--- config.mk ---
export PLATFORM = sky130hd
export DESIGN_NAME = arbitro_rr8
export DESIGN_NICKNAME = d
export VERILOG_FILES = /design/src/rtl/arbitro_rr8.sv
export SDC_FILE = /design/constraint.sdc
export NUM_CORES = 1
export LEC_CHECK = 0
export CORE_ASPECT_RATIO = 0.6
export CORE_MARGIN = 3
export CORE_UTILIZATION = 50
export CTS_CLUSTER_SIZE = 28
export DETAILED_ROUTE_END_ITERATION = 12
export PLACE_DENSITY = 0.75
export SETUP_SLACK_MARGIN = 0.15
export SLEW_MARGIN = 20
export SYNTH_ARGS = -nofsm -noshare
export SYNTH_HDL_FRONTEND = slang
export SYNTH_SLANG_ARGS = --single-unit
--- constraint.sdc ---
create_clock -name clk -period 3.1 [get_ports clk]
set_clock_uncertainty 0.05 [all_clocks]
set_input_delay 0.62 -clock clk [delete_from_list [all_inputs] [get_ports clk]]
set_output_delay 0.62 -clock clk [all_outputs]
set_load 0.1 [all_outputs]
--- src/rtl/arbitro_rr8.sv ---
// arbitro_rr8: 8-way arbiter, fixed priority or round-robin, with a hold limit.
// Ports: clk, reset (sync, active low), req[7:0], modo (0 fixed, 1 rr);
//   gnt[7:0] one-hot grant, gnt_id grant index, ocupado busy, timeout pulse.
module arbitro_rr8 #(
  parameter int unsigned MAX_HOLD = 16
) (
  input  logic       clk,
  input  logic       reset,
  input  logic [7:0] req,
  input  logic       modo,
  output logic [7:0] gnt,
  output logic [2:0] gnt_id,
  output logic       ocupado,
  output logic       timeout
);

  typedef enum logic [1:0] {
    IDLE,
    GRANT,
    GAP
  } state_t;

  state_t     state_q, state_d;
  logic [7:0] gnt_q, gnt_d;
  logic [2:0] gnt_id_q, gnt_id_d;
  logic       ocupado_q, ocupado_d;
  logic       timeout_q, timeout_d;
  logic [7:0] cnt_q, cnt_d;
  logic [2:0] ptr_q, ptr_d;

  logic [2:0] fp_win;
  logic [2:0] rr_win;
  logic [2:0] idx;
  logic       rr_found;
  logic [2:0] win;
  logic       any_req;
  logic       hold_max;

  // Fixed priority: later (higher) indices overwrite, so req[7] wins.
  // Round-robin: walk down from ptr with 3-bit wrap, first hit wins.
  always_comb begin
    fp_win   = 3'd0;
    rr_win   = 3'd0;
    rr_found = 1'b0;
    idx      = 3'd0;
    for (int i = 0; i < 8; i++) begin
      if (req[i]) fp_win = 3'(i);
    end
    for (int k = 0; k < 8; k++) begin
      idx = ptr_q - 3'(k);
      if (!rr_found && req[idx]) begin
        rr_win   = idx;
        rr_found = 1'b1;
      end
    end
    win      = modo ? rr_win : fp_win;
    any_req  = |req;
    hold_max = (cnt_q == 8'(MAX_HOLD));
  end

  always_comb begin
    state_d   = state_q;
    gnt_d     = gnt_q;
    gnt_id_d  = gnt_id_q;
    ocupado_d = ocupado_q;
    timeout_d = 1'b0;
    cnt_d     = cnt_q;
    ptr_d     = ptr_q;
    unique case (state_q)
      IDLE, GAP: begin
        if (any_req) begin
          state_d   = GRANT;
          gnt_d     = 8'd1 << win;
          gnt_id_d  = win;
          ocupado_d = 1'b1;
          cnt_d     = 8'd1;
          ptr_d     = win - 3'd1;
        end else begin
          state_d   = IDLE;
          gnt_d     = 8'h00;
          ocupado_d = 1'b0;
          cnt_d     = 8'd0;
        end
      end
      GRANT: begin
        // Release has precedence over the hold limit: no timeout then.
        if (!req[gnt_id_q]) begin
          state_d   = GAP;
          gnt_d     = 8'h00;
          ocupado_d = 1'b0;
          cnt_d     = 8'd0;
        end else if (hold_max) begin
          state_d   = GAP;
          gnt_d     = 8'h00;
          ocupado_d = 1'b0;
          timeout_d = 1'b1;
          cnt_d     = 8'd0;
        end else begin
          cnt_d = cnt_q + 8'd1;
        end
      end
      default: begin
        state_d   = IDLE;
        gnt_d     = 8'h00;
        ocupado_d = 1'b0;
        cnt_d     = 8'd0;
      end
    endcase
  end

  always_ff @(posedge clk) begin
    if (!reset) begin
      state_q   <= IDLE;
      gnt_q     <= 8'h00;
      gnt_id_q  <= 3'd0;
      ocupado_q <= 1'b0;
      timeout_q <= 1'b0;
      cnt_q     <= 8'd0;
      ptr_q     <= 3'd7;
    end else begin
      state_q   <= state_d;
      gnt_q     <= gnt_d;
      gnt_id_q  <= gnt_id_d;
      ocupado_q <= ocupado_d;
      timeout_q <= timeout_d;
      cnt_q     <= cnt_d;
      ptr_q     <= ptr_d;
    end
  end

  assign gnt     = gnt_q;
  assign gnt_id  = gnt_id_q;
  assign ocupado = ocupado_q;
  assign timeout = timeout_q;

endmodule

# After elaboration in Yosys (flattened, before gate mapping)

Cells that the tools add are included.

Bits of input ports: 11
Output and inout bits: 13
Register bits after elaboration: 26
Word-level logic and storage cells: 107

Multiplexer cells: 58
Equality and inequality tests: 4
Shift-type cells: 1
Reductions and logical operators: 19
Magnitude comparators: 9
$add $sub $neg: 9

Operators by type and width:

| cell                                                 | count |
|---|---|
| two-way mux 3 bit                                    | 14 |
| two-way mux 8 bit                                    | 5 |
| < comparator 3 x 4 -> 1 bit (second input constant)  | 9 |
| case mux 8 bit (2 select lines)                      | 2 |
| binary-select mux 1 bit (select 3 bit)               | 9 |
| two-way mux 1 bit                                    | 23 |
| subtractor 3 bit (second input constant)             | 4 |
| adder 8 x 1 -> 8 bit (second input constant)         | 1 |
| equality test 8 x 5 -> 1 bit (second input constant) | 1 |
| OR reduction 8 bit                                   | 1 |
| left shift 1 x 3 -> 8 bit (first input constant)     | 1 |
| logical AND 1 bit                                    | 7 |
| logical NOT 1 bit                                    | 7 |
| two-way mux 2 bit                                    | 3 |
| subtractor 3 x 1 -> 3 bit (second input constant)    | 2 |
| subtractor 3 x 2 -> 3 bit (second input constant)    | 2 |
| case mux 2 bit (2 select lines)                      | 1 |
| != test 3 bit (second input constant)                | 1 |
| AND reduction 3 bit                                  | 1 |
| equality test 2 x 1 -> 1 bit (second input constant) | 1 |
| equality test 2 bit (second input constant)          | 1 |
| logical NOT 2 bit                                    | 1 |
| case mux 1 bit (2 select lines)                      | 1 |
| AND reduction 2 bit                                  | 1 |
| OR reduction 2 bit                                   | 1 |

# Longest topological paths before layout

Gate-level depths: netlist of the first run.

Word-level depth: 28
Depth in mapped cells: 16
Depth with buffers taken out: 12

# Least setup slack after synthesis of the first run

No wires, ideal clock.

Kind: flip-flop to flip-flop
From: reg ptr_q[0]
To: reg ptr_q[2]
Library setup time: 0.082 ns
Slack: -0.267 ns
Arrival: 3.235 ns
Required time: 2.968 ns
Cell stages (with the launch flop): 15
Buffers on the path: 4
Period minus slack after synthesis: 3.367 ns
Cells stage by stage: dfxtp_1 buf_6 inv_1 ha_1 buf_6 buf_12 mux2i_1 mux4_2 a32oi_2 nor4_1 o31a_1 o32a_1 buf_6 or4_1 o2111ai_1

Longest elaborated chain between the ends: 26
Elaborated cells between the ends (all ways): 54
Those cells by class: add/sub (8); mux (32); reduce/logical (14)

RTL lines:

| what                                                               | RTL line | text |
|---|---|---|
| start: declaration                                                 | 29       | `logic [2:0] ptr_q, ptr_d;` |
| start signal: assignment                                           | 127      | `ptr_q <= ptr_d;` |
| branches (longest 23 deep; another with subtractor 3 x 1 -> 3 bit) | -        |  |
| two-way mux 3 bit (*)                                              | 51       | `if (!rr_found && req[idx]) begin` |
| two-way mux 3 bit (*)                                              | 56       | `win = modo ? rr_win : fp_win;` |
| net win[0]                                                         | 35       | `logic [2:0] win;` |
| subtractor 3 x 1 -> 3 bit (*)                                      | 77       | `ptr_d = win - 3'd1;` |

Mark *: on every way through the listed nets, which the timed path passes. The select of a mux whose other input is x is not followed.
A chain may end at the register's enable or synchronous reset.

# Worst setup path in the final report of the first run

From: reg ptr_q[0]
To: reg ptr_q[2]

Longest elaborated chain between the ends: 26
Elaborated cells between the ends (all ways): 54
Those cells by class: add/sub (8); mux (32); reduce/logical (14)

RTL lines:

| what                                                               | RTL line |
|---|---|
| branches (longest 23 deep; another with subtractor 3 x 1 -> 3 bit) | - |
| two-way mux 3 bit (*)                                              | 51 |
| two-way mux 3 bit (*)                                              | 56 |
| subtractor 3 x 1 -> 3 bit (*)                                      | 77 |

Mark *: on every way between the ends. The select of a mux whose other input is x is not followed.

==> results of run 1 <==
-- worst paths after layout --
| check | cells past startpoint | endpoint | slack, ns | startpoint |
|---|---|---|---|---|
| worst min register to register | 2 | gnt[5] | 0.46 | gnt[5] |
| worst max register to register | 12 | ptr_q[2] | -0.14 | ptr_q[0] |
| worst min-delay path | 2 | gnt[5] | 0.46 | gnt[5] |
| worst max-delay path | 12 | ptr_q[2] | -0.14 | ptr_q[0] |
-- per-layer routing --
layer | up-vias | share of wire, %
li1 | 1058 | -
met1 | 1093 | 45
met2 | 144 | 43
met3 | 22 | 10
met4 | 0 | 2.0
met5 | - | 0
-- metrics by stage --
| stage | instances | util, % | total power, mW |
|---|---|---|---|
| after floorplan | 239 | - | 1.66 |
| after global placement | 355 | 65.7 | 2.21 |
| after detailed placement | 355 | 65.7 | 2.20 |
| after CTS | 364 | 70.2 | 2.58 |
| after global routing | 372 | 74.8 | 3.07 |
| final | 372 | 74.8 | 2.95 |
-- final cells by class --
cell class / instances / area [um2]
timing repair buffer: 86 / 696
fill: 294 / 1070
clock buffer: 4 / 45.0
inverter: 12 / 52.6
sequential: 25 / 505
tap: 60 / 75.1
multi-input combinational: 185 / 1790
-- sequential cells by signal, summed over array words and instances (netlist names) --
signal,count
cnt_q,8
state_q,1
gnt,8
ocupado,1
ptr_q,3
timeout,1
gnt_id,3
-- cells in the mapped netlist (2+ instances only) --
library cell	number	area (um2)
sky130_fd_sc_hd__o41ai_1	2	17.5
sky130_fd_sc_hd__and2_1	3	18.8
sky130_fd_sc_hd__and3_1	6	37.5
sky130_fd_sc_hd__a21boi_0	4	30.0
sky130_fd_sc_hd__a211o_1	2	17.5
sky130_fd_sc_hd__clkbuf_1	3	11.3
sky130_fd_sc_hd__a22oi_1	2	15.0
sky130_fd_sc_hd__a31oi_1	3	18.8
sky130_fd_sc_hd__nand2b_1	2	12.5
sky130_fd_sc_hd__a32o_1	2	20.0
sky130_fd_sc_hd__inv_1	11	41.3
sky130_fd_sc_hd__nor2b_1	6	37.5
sky130_fd_sc_hd__xnor2_1	2	17.5
sky130_fd_sc_hd__nor3_1	2	10.0
sky130_fd_sc_hd__nor2_1	18	67.6
sky130_fd_sc_hd__nand2_1	18	67.6
sky130_fd_sc_hd__nand4_1	2	12.5
sky130_fd_sc_hd__o211ai_1	4	30.0
sky130_fd_sc_hd__xor2_2	2	32.5
sky130_fd_sc_hd__dfxtp_1	25	500
sky130_fd_sc_hd__mux2i_1	11	110
sky130_fd_sc_hd__ha_1	6	75.1
sky130_fd_sc_hd__nor4b_1	2	17.5
sky130_fd_sc_hd__mux4_1	4	105
sky130_fd_sc_hd__nand3_1	8	40.0
sky130_fd_sc_hd__nor4_1	5	31.3
sky130_fd_sc_hd__o2111ai_1	2	17.5
sky130_fd_sc_hd__a32oi_1	4	35.0
sky130_fd_sc_hd__mux2_2	5	56.3
sky130_fd_sc_hd__a21oi_1	10	50.1
sky130_fd_sc_hd__clkbuf_4	2	15.0
sky130_fd_sc_hd__buf_6	6	67.6
sky130_fd_sc_hd__xor2_1	5	43.8
sky130_fd_sc_hd__mux2i_2	2	27.5
sky130_fd_sc_hd__o21ai_0	6	30.0
sky130_fd_sc_hd__o221ai_1	3	26.3
sky130_fd_sc_hd__buf_4	2	15.0
sky130_fd_sc_hd__mux4_2	10	225
-- critical path: stages, from the launching register on --
cell                        delay [ns]
sky130_fd_sc_hd__dfxtp_4          0.39
sky130_fd_sc_hd__inv_6            0.04
sky130_fd_sc_hd__ha_4             0.29
sky130_fd_sc_hd__mux4_2           0.60
sky130_fd_sc_hd__mux2_4           0.33
sky130_fd_sc_hd__buf_6            0.12
sky130_fd_sc_hd__a21oi_4          0.09
sky130_fd_sc_hd__o211ai_1         0.11
sky130_fd_sc_hd__o31a_1           0.13
sky130_fd_sc_hd__o32a_1           0.25
sky130_fd_sc_hd__buf_4            0.17
sky130_fd_sc_hd__or4_4            0.51
sky130_fd_sc_hd__o2111ai_2        0.09
-- power groups by stage --
stage                     Combinational, mW  Clock [mW]  Sequential (mW)
after detailed placement               1.78           0            0.424
after floorplan                        1.05           0            0.610
after global placement                 1.78           0            0.425
final                                  2.33       0.199            0.422
after global routing                   2.43       0.210            0.427
after CTS                              1.97       0.197            0.418
-- repair_timing --
item | in CTS | in global routing
endpoints found under the setup margin | 20 | 14
hold buffers | 0 | 0
pin swaps | 8 | 22
resized for setup | 35 | 27
cloned | 0 | 0
setup buffers | 5 | 8
-- cells by family after synthesis --
group	share of synthesized area [%]
flip-flops	22.1
adder cells (fa/ha/maj)	3.32
multiplexers	23.2
AO/OA/AOI/OAI	19.9
XOR/XNOR	4.15
buffers and inverters	8.86
AND/OR/NAND/NOR	18.4
==> results.txt, run 1 <==
----------------------------------------------------
[Outcome]
  Result of the run ... complete, but fails checks
  Violations in the final reports ... negative setup slack

[Setup path]
  Peak fanout along the critical path ... 5
  Endpoint arrival time on the critical path ... 3.39 ns
  Critical path class ... reg2reg
  Worst setup SP type ... register
  Category of the worst setup path capture point ... register
  WP data required ... 3.25 ns

[CTS]
  CTS H-Tree Depth ... 1
  Number of buffers on the longest clock path ... 2
  Clock transition at path regs ... 0.09 ns
  Latest clock arrival within the worst-skew pair ... between 0.2 and 0.3 ns
  Clock tree from TritonCTS ... yes
  CTS buffer count ... 3
  Clock Root Buffer ... sky130_fd_sc_hd__clkbuf_8
  Count of clock tree sinks ... 25

[Floorplanning]
  Die outline width ... around 93 um
  Die outline area ... 5390 um2
  Top Ports ... 24
  Starting utilization of the core area ... between 50% and 60%
  Number of placement rows ... 18
  Vertical die dimension ... between 50 and 60 um
  Core footprint ... between 4000 and 5000 um2

[Pwr]
  Clk network pwr share ... around 6.8%
  Peak supply drop ... 569 uV
  Net switching power figure ... between 1 and 1.5 mW
  Sequential share of power ... 14.3%
  Power Dens Cells ... about 930 nW/um2
  Combinational power share ... approximately four fifths
  Leakage power ... between 1 and 1.5 nW
  P_int ... 1.51 mW
  Sw Ratio ... about half

[Global route]
  Residual overflow from global routing ... 0
  Number of global-route vias before repair ... just under 2,000
  First-pass GRT wire length ... 10,400 um
  Routing usage on met1 ... between 30% and 40%
  Largest net degree at the start of global routing ... 19
  Gr usage total ... between 20% and 30%
  Number of antenna violations at the first check in global routing ... 0
  Met3 capacity usage during global routing ... 6.23%
  Most Used Layer, Global Route ... met1
  Routing usage on met2 ... 34.3%

[Timing]
  Period utilisation layout ... 105%
  Slew at the pin closest to its max-slew limit ... approximately 1.0 ns
  Final critical delay including setup and external delays ... 3.24 ns
  Upper clock frequency limit ... 0.309 GHz
  Number of failing setup endpoints in the final timing report ... 9
  WHS ... 0.461 ns
  Final-report max-slew violation count ... 0
  Post-layout worst setup margin ... -0.140 ns
  Number of hold-slack violations in the final timing report ... 0
  Worst rel slew slack ... 30.2%
  Setup tns final ... -0.856 ns
  RSZ-0062 raised after global routing ... true

[Logic synthesis]
  Most common flop cell mapped by yosys ... sky130_fd_sc_hd__dfxtp_1
  Synth async-reset ratio ... 0%
  #FFs+latches synth ... 25
  Cell count after synthesis ... 239
  Syn avg cell area ... between 9 and 10 um2
  Post-synth EDFFs ... 0
  Net count of the mapped netlist ... 256
  Count of unique library cells instantiated by Yosys ... 65
  Yosys synthesis warning count ... 0
  Fraction of the yosys area taken by sequential cells ... between 20 and 25%
  Area of the mapped netlist ... 2260 um2

[Layout]
  Commonest cells after routing, fill and taps aside ... 68 x sky130_fd_sc_hd__buf_4, 23 x sky130_fd_sc_hd__dfxtp_1, 17 x sky130_fd_sc_hd__nor2_1, 17 x sky130_fd_sc_hd__nand2_1, 12 x sky130_fd_sc_hd__mux4_2
  Share of layout cells above drive strength 1 ... 44.6%
  Post-layout nets ... 330
  Most common library cell in the layout ignoring fill and taps ... sky130_fd_sc_hd__buf_4
  Post-route cell area ... 3170 um2
  Area growth from synthesis to final layout ... 40.1%
  Diode insertion count for antenna repair ... 0

[Drt]
  Drt first pass iters ... 5
  DRC marker count from the first detailed-route iteration ... 226
  Routed vias/inst ... 6.23
  Number of nets with antenna violations after routing ... 0
  Vias after detailed routing ... 2,317
  Routed wire length ... 7190 um
  Wirelength per Cell ... 19.3 um
  Number of remaining DRC errors ... 0

[Flow run]
  Number of max-cap violations ... 0

[Placement]
  Half-perimeter wire length after detailed placement ... 4740 um
  GPL Wtd Cong ... 0.999
  Placed Area ... 2780 um2
  Pre-CTS worst setup slack ... -0.658 ns
  IO buf count ... 23

[Hold path]
  Worst min path class ... reg2reg

----------------------------------------------------
Power figures use the tool's default switching activity.
==> run 2: changes to the inputs <==
- CELL_PAD_IN_SITES_DETAIL_PLACEMENT: default -> 0
- CELL_PAD_IN_SITES_GLOBAL_PLACEMENT: default -> 2
- CORE_MARGIN: 3 -> default
- CORE_UTILIZATION: 50 -> 32
- PLACE_DENSITY: 0.75 -> default
- PLACE_DENSITY_LB_ADDON: default -> 0.1
==> run 2 against run 1 <==
The run still ends with negative setup slack left. Die area increased by 38%. Critical path depth increased by 1. Via count decreased by 5.9%. Sequential share of layout area decreased by 0.25 points. First-iteration DRC count decreased by 36%. Global-route usage decreased by 5.6 points. Non-clock buffer count increased by 4. Final cell count increased by 8.3%. Critical path type unchanged. Largest power group unchanged.
==> results.txt, run 2 (synthesis gave the netlist of run 1 again) <==
----------------------------------------------------
[CTS]
  CTS buffer count ... 3
  Number of buffers on the longest clock path ... 2
  Clock transition at path regs ... ~0.06 ns
  Clock tree from TritonCTS ... yes
  Clock Root Buffer ... sky130_fd_sc_hd__clkbuf_16
  Count of clock tree sinks ... 25
  CTS H-Tree Depth ... 1
  Latest clock arrival within the worst-skew pair ... 0.26 ns

[Pwr]
  Power Dens Cells ... 921 nW/um2
  Peak supply drop ... 440 uV
  Total power of the final layout ... 2.96 mW
  Leakage power ... 1.32 nW

[Timing]
  Number of hold-slack violations in the final timing report ... 0
  Final critical delay including setup and external delays ... 3.19 ns
  Upper clock frequency limit ... 0.314 GHz
  Setup tns final ... -0.580 ns
  Post-layout worst setup margin ... -0.0894 ns
  Number of failing setup endpoints in the final timing report ... 9
  Final-report max-slew violation count ... 0
  Slew at the pin closest to its max-slew limit ... 0.679 ns
  Period utilisation layout ... 103%
  Worst rel slew slack ... around 55%
  RSZ-0062 raised after global routing ... true
  WHS ... 0.405 ns

[Placement]
  Half-perimeter wire length after detailed placement ... between 5000 and 6000 um
  GPL Wtd Cong ... roughly 0.85
  IO buf count ... 23
  Placed Area ... 2870 um2

[Layout]
  Commonest cells after routing, fill and taps aside ... 70 x sky130_fd_sc_hd__buf_4, 23 x sky130_fd_sc_hd__dfxtp_1, 17 x sky130_fd_sc_hd__nor2_1
  Most common library cell in the layout ignoring fill and taps ... sky130_fd_sc_hd__buf_4
  Diode insertion count for antenna repair ... 0
  Post-layout nets ... between 300 and 400
  Share of layout cells above drive strength 1 ... 44.6%
  Post-route cell area ... 3220 um2
  Total of fill cells in the finished design ... 643
  Finished Core Util ... 47.5%
  Area growth from synthesis to final layout ... 42.3%

[Drt]
  Drt first pass iters ... 4
  Number of nets with antenna violations after routing ... 0
  Number of remaining DRC errors ... 0
  DRC marker count from the first detailed-route iteration ... 144
  Routed wire length ... 6950 um
  Vias after detailed routing ... around 2,200
  Routed vias/inst ... 5.41
  Wirelength per Cell ... 17.2 um

[Floorplanning]
  Vertical die dimension ... 67.1 um
  Die outline area ... roughly 7400 um2
  Core footprint ... 6760 um2
  Number of placement rows ... 23
  Die outline width ... around 110 um
  Starting utilization of the core area ... 33.4%
  Top Ports ... 24

[Setup path]
  Category of the worst setup path capture point ... register
  Worst setup SP type ... register
  Peak fanout along the critical path ... 6
  Critical Path Most Common Cell ... sky130_fd_sc_hd__buf_6
  Critical path, cell by cell ... inv_6 -> ha_4 -> mux4_2 -> mux2_4 -> o2111ai_2 -> o21ai_1 -> nor4_2 -> o32a_1 -> buf_6 -> buf_4 -> buf_6 -> nor2_1 -> o2111ai_1
  Critical path class ... reg2reg
  WP data required ... 3.23 ns
  Endpoint arrival time on the critical path ... roughly 3.3 ns
  Biggest cell delay along the critical path ... 0.62 ns
  Critical-path cell with the highest stage delay ... sky130_fd_sc_hd__mux4_2
  Number of cells on the worst reg-to-reg path ... 13

[Hold path]
  Hold Crit Depth ... 2
  Worst min path class ... reg2reg

[Global route]
  Largest net degree at the start of global routing ... 19
  Number of antenna violations at the first check in global routing ... 0
  Residual overflow from global routing ... 0
  First-pass GRT wire length ... 10,800 um
  Number of global-route vias before repair ... just under 2,000
  Gr usage total ... a little under a fifth

[Outcome]
  Result of the run ... complete, but fails checks
  Violations in the final reports ... negative setup slack

[Flow run]
  Number of max-cap violations ... 0

----------------------------------------------------
-- run 2: path summary, 6_finish.rpt --
check | startpoint | end | slack, ns
max reg2reg | ptr_q[0] | ptr_q[2] | -0.09
min reg2reg | gnt[5] | gnt[5] | 0.41
max | ptr_q[0] | ptr_q[2] | -0.09
min | gnt[5] | gnt[5] | 0.41
-- run 2: metrics by stage --
step	worst slack, ns	std cells
6_report	-0.0894	403
5_1_grt	-0.216	403
4_1_cts	-0.0564	402
3_5_place_dp	-0.657	388
3_3_place_gp	-0.644	388
2_1_floorplan	-0.126	239
-- run 2: power by group --
group	total [mW]	internal (mW)	leakage, nW	switching (mW)
Sequential	0.419	0.368	0.204	0.0511
Combinational	2.26	1.07	1.07	1.19
Clock	0.287	0.176	0.0382	0.112
Total	2.96	1.61	1.32	1.35
-- run 2: routing by layer --
metal | vias to the layer above | GRT usage [%] | part of all wire, %
met3 | 4 | 3.37 | 5.7
met2 | 60 | 24.8 | 39
met1 | 1052 | 30.6 | 55
li1 | 1065 | - | -
met5 | - | 0 | 0
met4 | 0 | 2.17 | 0.22
-- run 2: worst max-delay path, delay by kind of cell, from the launching register on --
| family | cells | cell delay [ns] |
|---|---|---|
| flops | 1 | 0.37 |
| simple gates | 2 | 0.32 |
| compound gates | 4 | 0.74 |
| buf+inv | 4 | 0.37 |
| fa+ha+maj | 1 | 0.29 |
| mux | 2 | 0.97 |
-- run 2: cell type report --
type                    count  area, um2  share of cell area [%]
multi-input cells         185       1730                    53.9
repair buffers             90        738                    23.0
flip-flops and latches     25        505                    15.7
well taps                  87        109                    3.39
clock buffers               4       78.8                    2.45
inverters                  12       52.6                    1.63
-- run 2: repair_timing --
action / in CTS / in global routing
setup endpoints to repair: 20 / 20
pin swaps: 16 / 4
hold buffers: 0 / 0
setup buffers: 10 / 1
resized for setup: 44 / 14
==> run 3: changes to the inputs <==
- CORE_UTILIZATION: 32 -> 30
==> run 3 against run 2 <==
The run still ends with negative setup slack left. Combinational power up 3%. Die area up 6.5%. Non-clock buffer count up 1. Via count about the same. Critical path depth unchanged. Register-to-register slack worse by 0.05 ns. Final cell count up 4.5%. Maximum frequency down 1.7%. Cell area up 1.2%. Total power up 2.6%. Hold slack about the same. Critical path type unchanged. Highest routed layer unchanged.
==> results.txt, run 3 (synthesis gave the netlist of run 1 again) <==
----------------------------------------------------
[Floorplanning]
  Vertical die dimension ... 69.2 um
  Die outline area ... 7890 um2
  Top Ports ... 24
  Starting utilization of the core area ... between 30% and 40%
  Die outline width ... 114 um
  Number of placement rows ... 24
  Core footprint ... 7270 um2

[Drt]
  Drt first pass iters ... 4
  Vias after detailed routing ... 2,179
  Routed vias/inst ... 5.18
  Number of remaining DRC errors ... 0
  Routed wire length ... around 7100 um
  Wirelength per Cell ... 16.9 um
  DRC marker count from the first detailed-route iteration ... 108
  Number of nets with antenna violations after routing ... 0

[Setup path]
  Number of cells on the worst reg-to-reg path ... 13
  WP data required ... 3.26 ns
  RR Endpoint ... gnt[2]
  R2R setup slack ... -0.14 ns
  Critical path class ... reg2reg
  Endpoint arrival time on the critical path ... 3.40 ns
  Peak fanout along the critical path ... 7
  Reg2Reg Launch Point ... ptr_q[0]
  Category of the worst setup path capture point ... register
  Worst setup SP type ... register

[Timing]
  Final-report max-slew violation count ... 0
  RSZ-0062 raised after global routing ... true
  Number of failing setup endpoints in the final timing report ... 9
  Final critical delay including setup and external delays ... 3.24 ns
  Post-layout worst setup margin ... -0.144 ns
  Period utilisation layout ... 105%
  Upper clock frequency limit ... 0.308 GHz
  Worst rel slew slack ... roughly 54%
  Number of hold-slack violations in the final timing report ... 0
  WHS ... 0.405 ns
  Slew at the pin closest to its max-slew limit ... 0.693 ns

[Layout]
  Share of layout cells above drive strength 1 ... between 40% and 50%
  Diode insertion count for antenna repair ... 0
  Most common library cell in the layout ignoring fill and taps ... sky130_fd_sc_hd__buf_4
  Post-layout nets ... 335
  Commonest cells after routing, fill and taps aside ... 77 x sky130_fd_sc_hd__buf_4, 23 x sky130_fd_sc_hd__dfxtp_1, 18 x sky130_fd_sc_hd__nand2_1
  Finished Core Util ... 44.8%
  Area growth from synthesis to final layout ... 44.0%

[CTS]
  CTS buffer count ... 3
  Clock transition at path regs ... 0.06 ns
  Count of clock tree sinks ... 25
  CTS H-Tree Depth ... 1
  Clock Root Buffer ... sky130_fd_sc_hd__clkbuf_16
  Latest clock arrival within the worst-skew pair ... between 0.2 and 0.3 ns
  Hold buffer count at cts ... 0
  Clock tree from TritonCTS ... yes
  Number of buffers on the longest clock path ... 2

[Global route]
  Largest net degree at the start of global routing ... 19
  Number of antenna violations at the first check in global routing ... 0
  Residual overflow from global routing ... 0
  Number of global-route vias before repair ... 2,030
  First-pass GRT wire length ... 11,300 um
  Gr usage total ... 18.5%

[Placement]
  Half-perimeter wire length after detailed placement ... roughly 5300 um
  GPL Wtd Cong ... 0.799
  IO buf count ... 23

[Hold path]
  Worst min path class ... reg2reg
  Beginning of the worst hold path ... gnt[5]
  Hold Crit Depth ... 2
  Hold Path Sink ... gnt[5]

[Pwr]
  Power Dens Cells ... 934 nW/um2
  Peak supply drop ... ~440 uV
  Leakage power ... 1.30 nW

[Outcome]
  Result of the run ... complete, but fails checks
  Violations in the final reports ... negative setup slack

[Flow run]
  Number of max-cap violations ... 0

----------------------------------------------------
## run 3: what timing repair did
action,in CTS,in global routing
pin swaps,19,9
resized for setup,37,18
setup buffers,8,6
setup endpoints to repair,20,14
## run 3: worst max-delay path, cell delays in order (launching register included)
cell and delay (ns):
sky130_fd_sc_hd__dfxtp_4 0.37, sky130_fd_sc_hd__inv_6 0.03, sky130_fd_sc_hd__ha_4 0.27, sky130_fd_sc_hd__buf_6 0.14, sky130_fd_sc_hd__mux2i_4 0.17, sky130_fd_sc_hd__mux4_2 0.55, sky130_fd_sc_hd__a32oi_4 0.35, sky130_fd_sc_hd__nor4_4 0.07
sky130_fd_sc_hd__o31a_1 0.23, sky130_fd_sc_hd__o32a_1 0.26, sky130_fd_sc_hd__buf_4 0.17, sky130_fd_sc_hd__buf_6 0.11, sky130_fd_sc_hd__o41ai_2 0.25, sky130_fd_sc_hd__and2_1 0.15
## run 3: per-stage QoR
step,instances,TNS (ns),area (um2),power (mW),setup WS (ns)
final,421,-0.850,3250,3.04,-0.144
after global routing,421,-2.16,3250,3.22,-0.245
after CTS,415,-0.616,3110,2.83,-0.0987
after detailed placement,403,-11.49,2870,2.29,-0.798
after global placement,403,-12.37,2870,2.32,-0.857
after floorplan,239,-0.264,2290,1.66,-0.126
## run 3: how the worst max path moves through the flow
stage	from	endpoint	slack, ns	cells past startpoint
6_report	ptr_q[0]	gnt[2]	-0.14	13
5_1_grt	ptr_q[0]	gnt[2]	-0.24	13
4_1_cts	ptr_q[1]	gnt[0]	-0.1	12
3_5_place_dp	req[2]	gnt[4]	-0.80	11
3_3_place_gp	req[2]	gnt[0]	-0.86	11
2_1_floorplan	ptr_q[0]	ptr_q[2]	-0.13	13
## run 3: final cells by class
class                           instances  area (um2)
Fill cell                             724        4010
Multi-Input combinational cell        185        1770
Timing Repair Buffer                   91         713
Tap cell                              104         130
Inverter                               12        52.6
Clock buffer                            4        78.8
Sequential cell                        25         505
## run 3: report_power, final
group	leakage [nW]	internal (mW)	switching (mW)
clock	0.0382	0.176	0.114
sequential	0.204	0.368	0.0556
combinational	1.06	1.10	1.22
total	1.30	1.65	1.39
## run 3: routing by layer
metal	GRT usage (%)	vias to the layer above	wire length, um
met1	31.6	1035	3920
li1	-	1072	-
met4	1.44	0	24
met3	4.02	2	452
met5	0	-	0
met2	23.4	70	2730
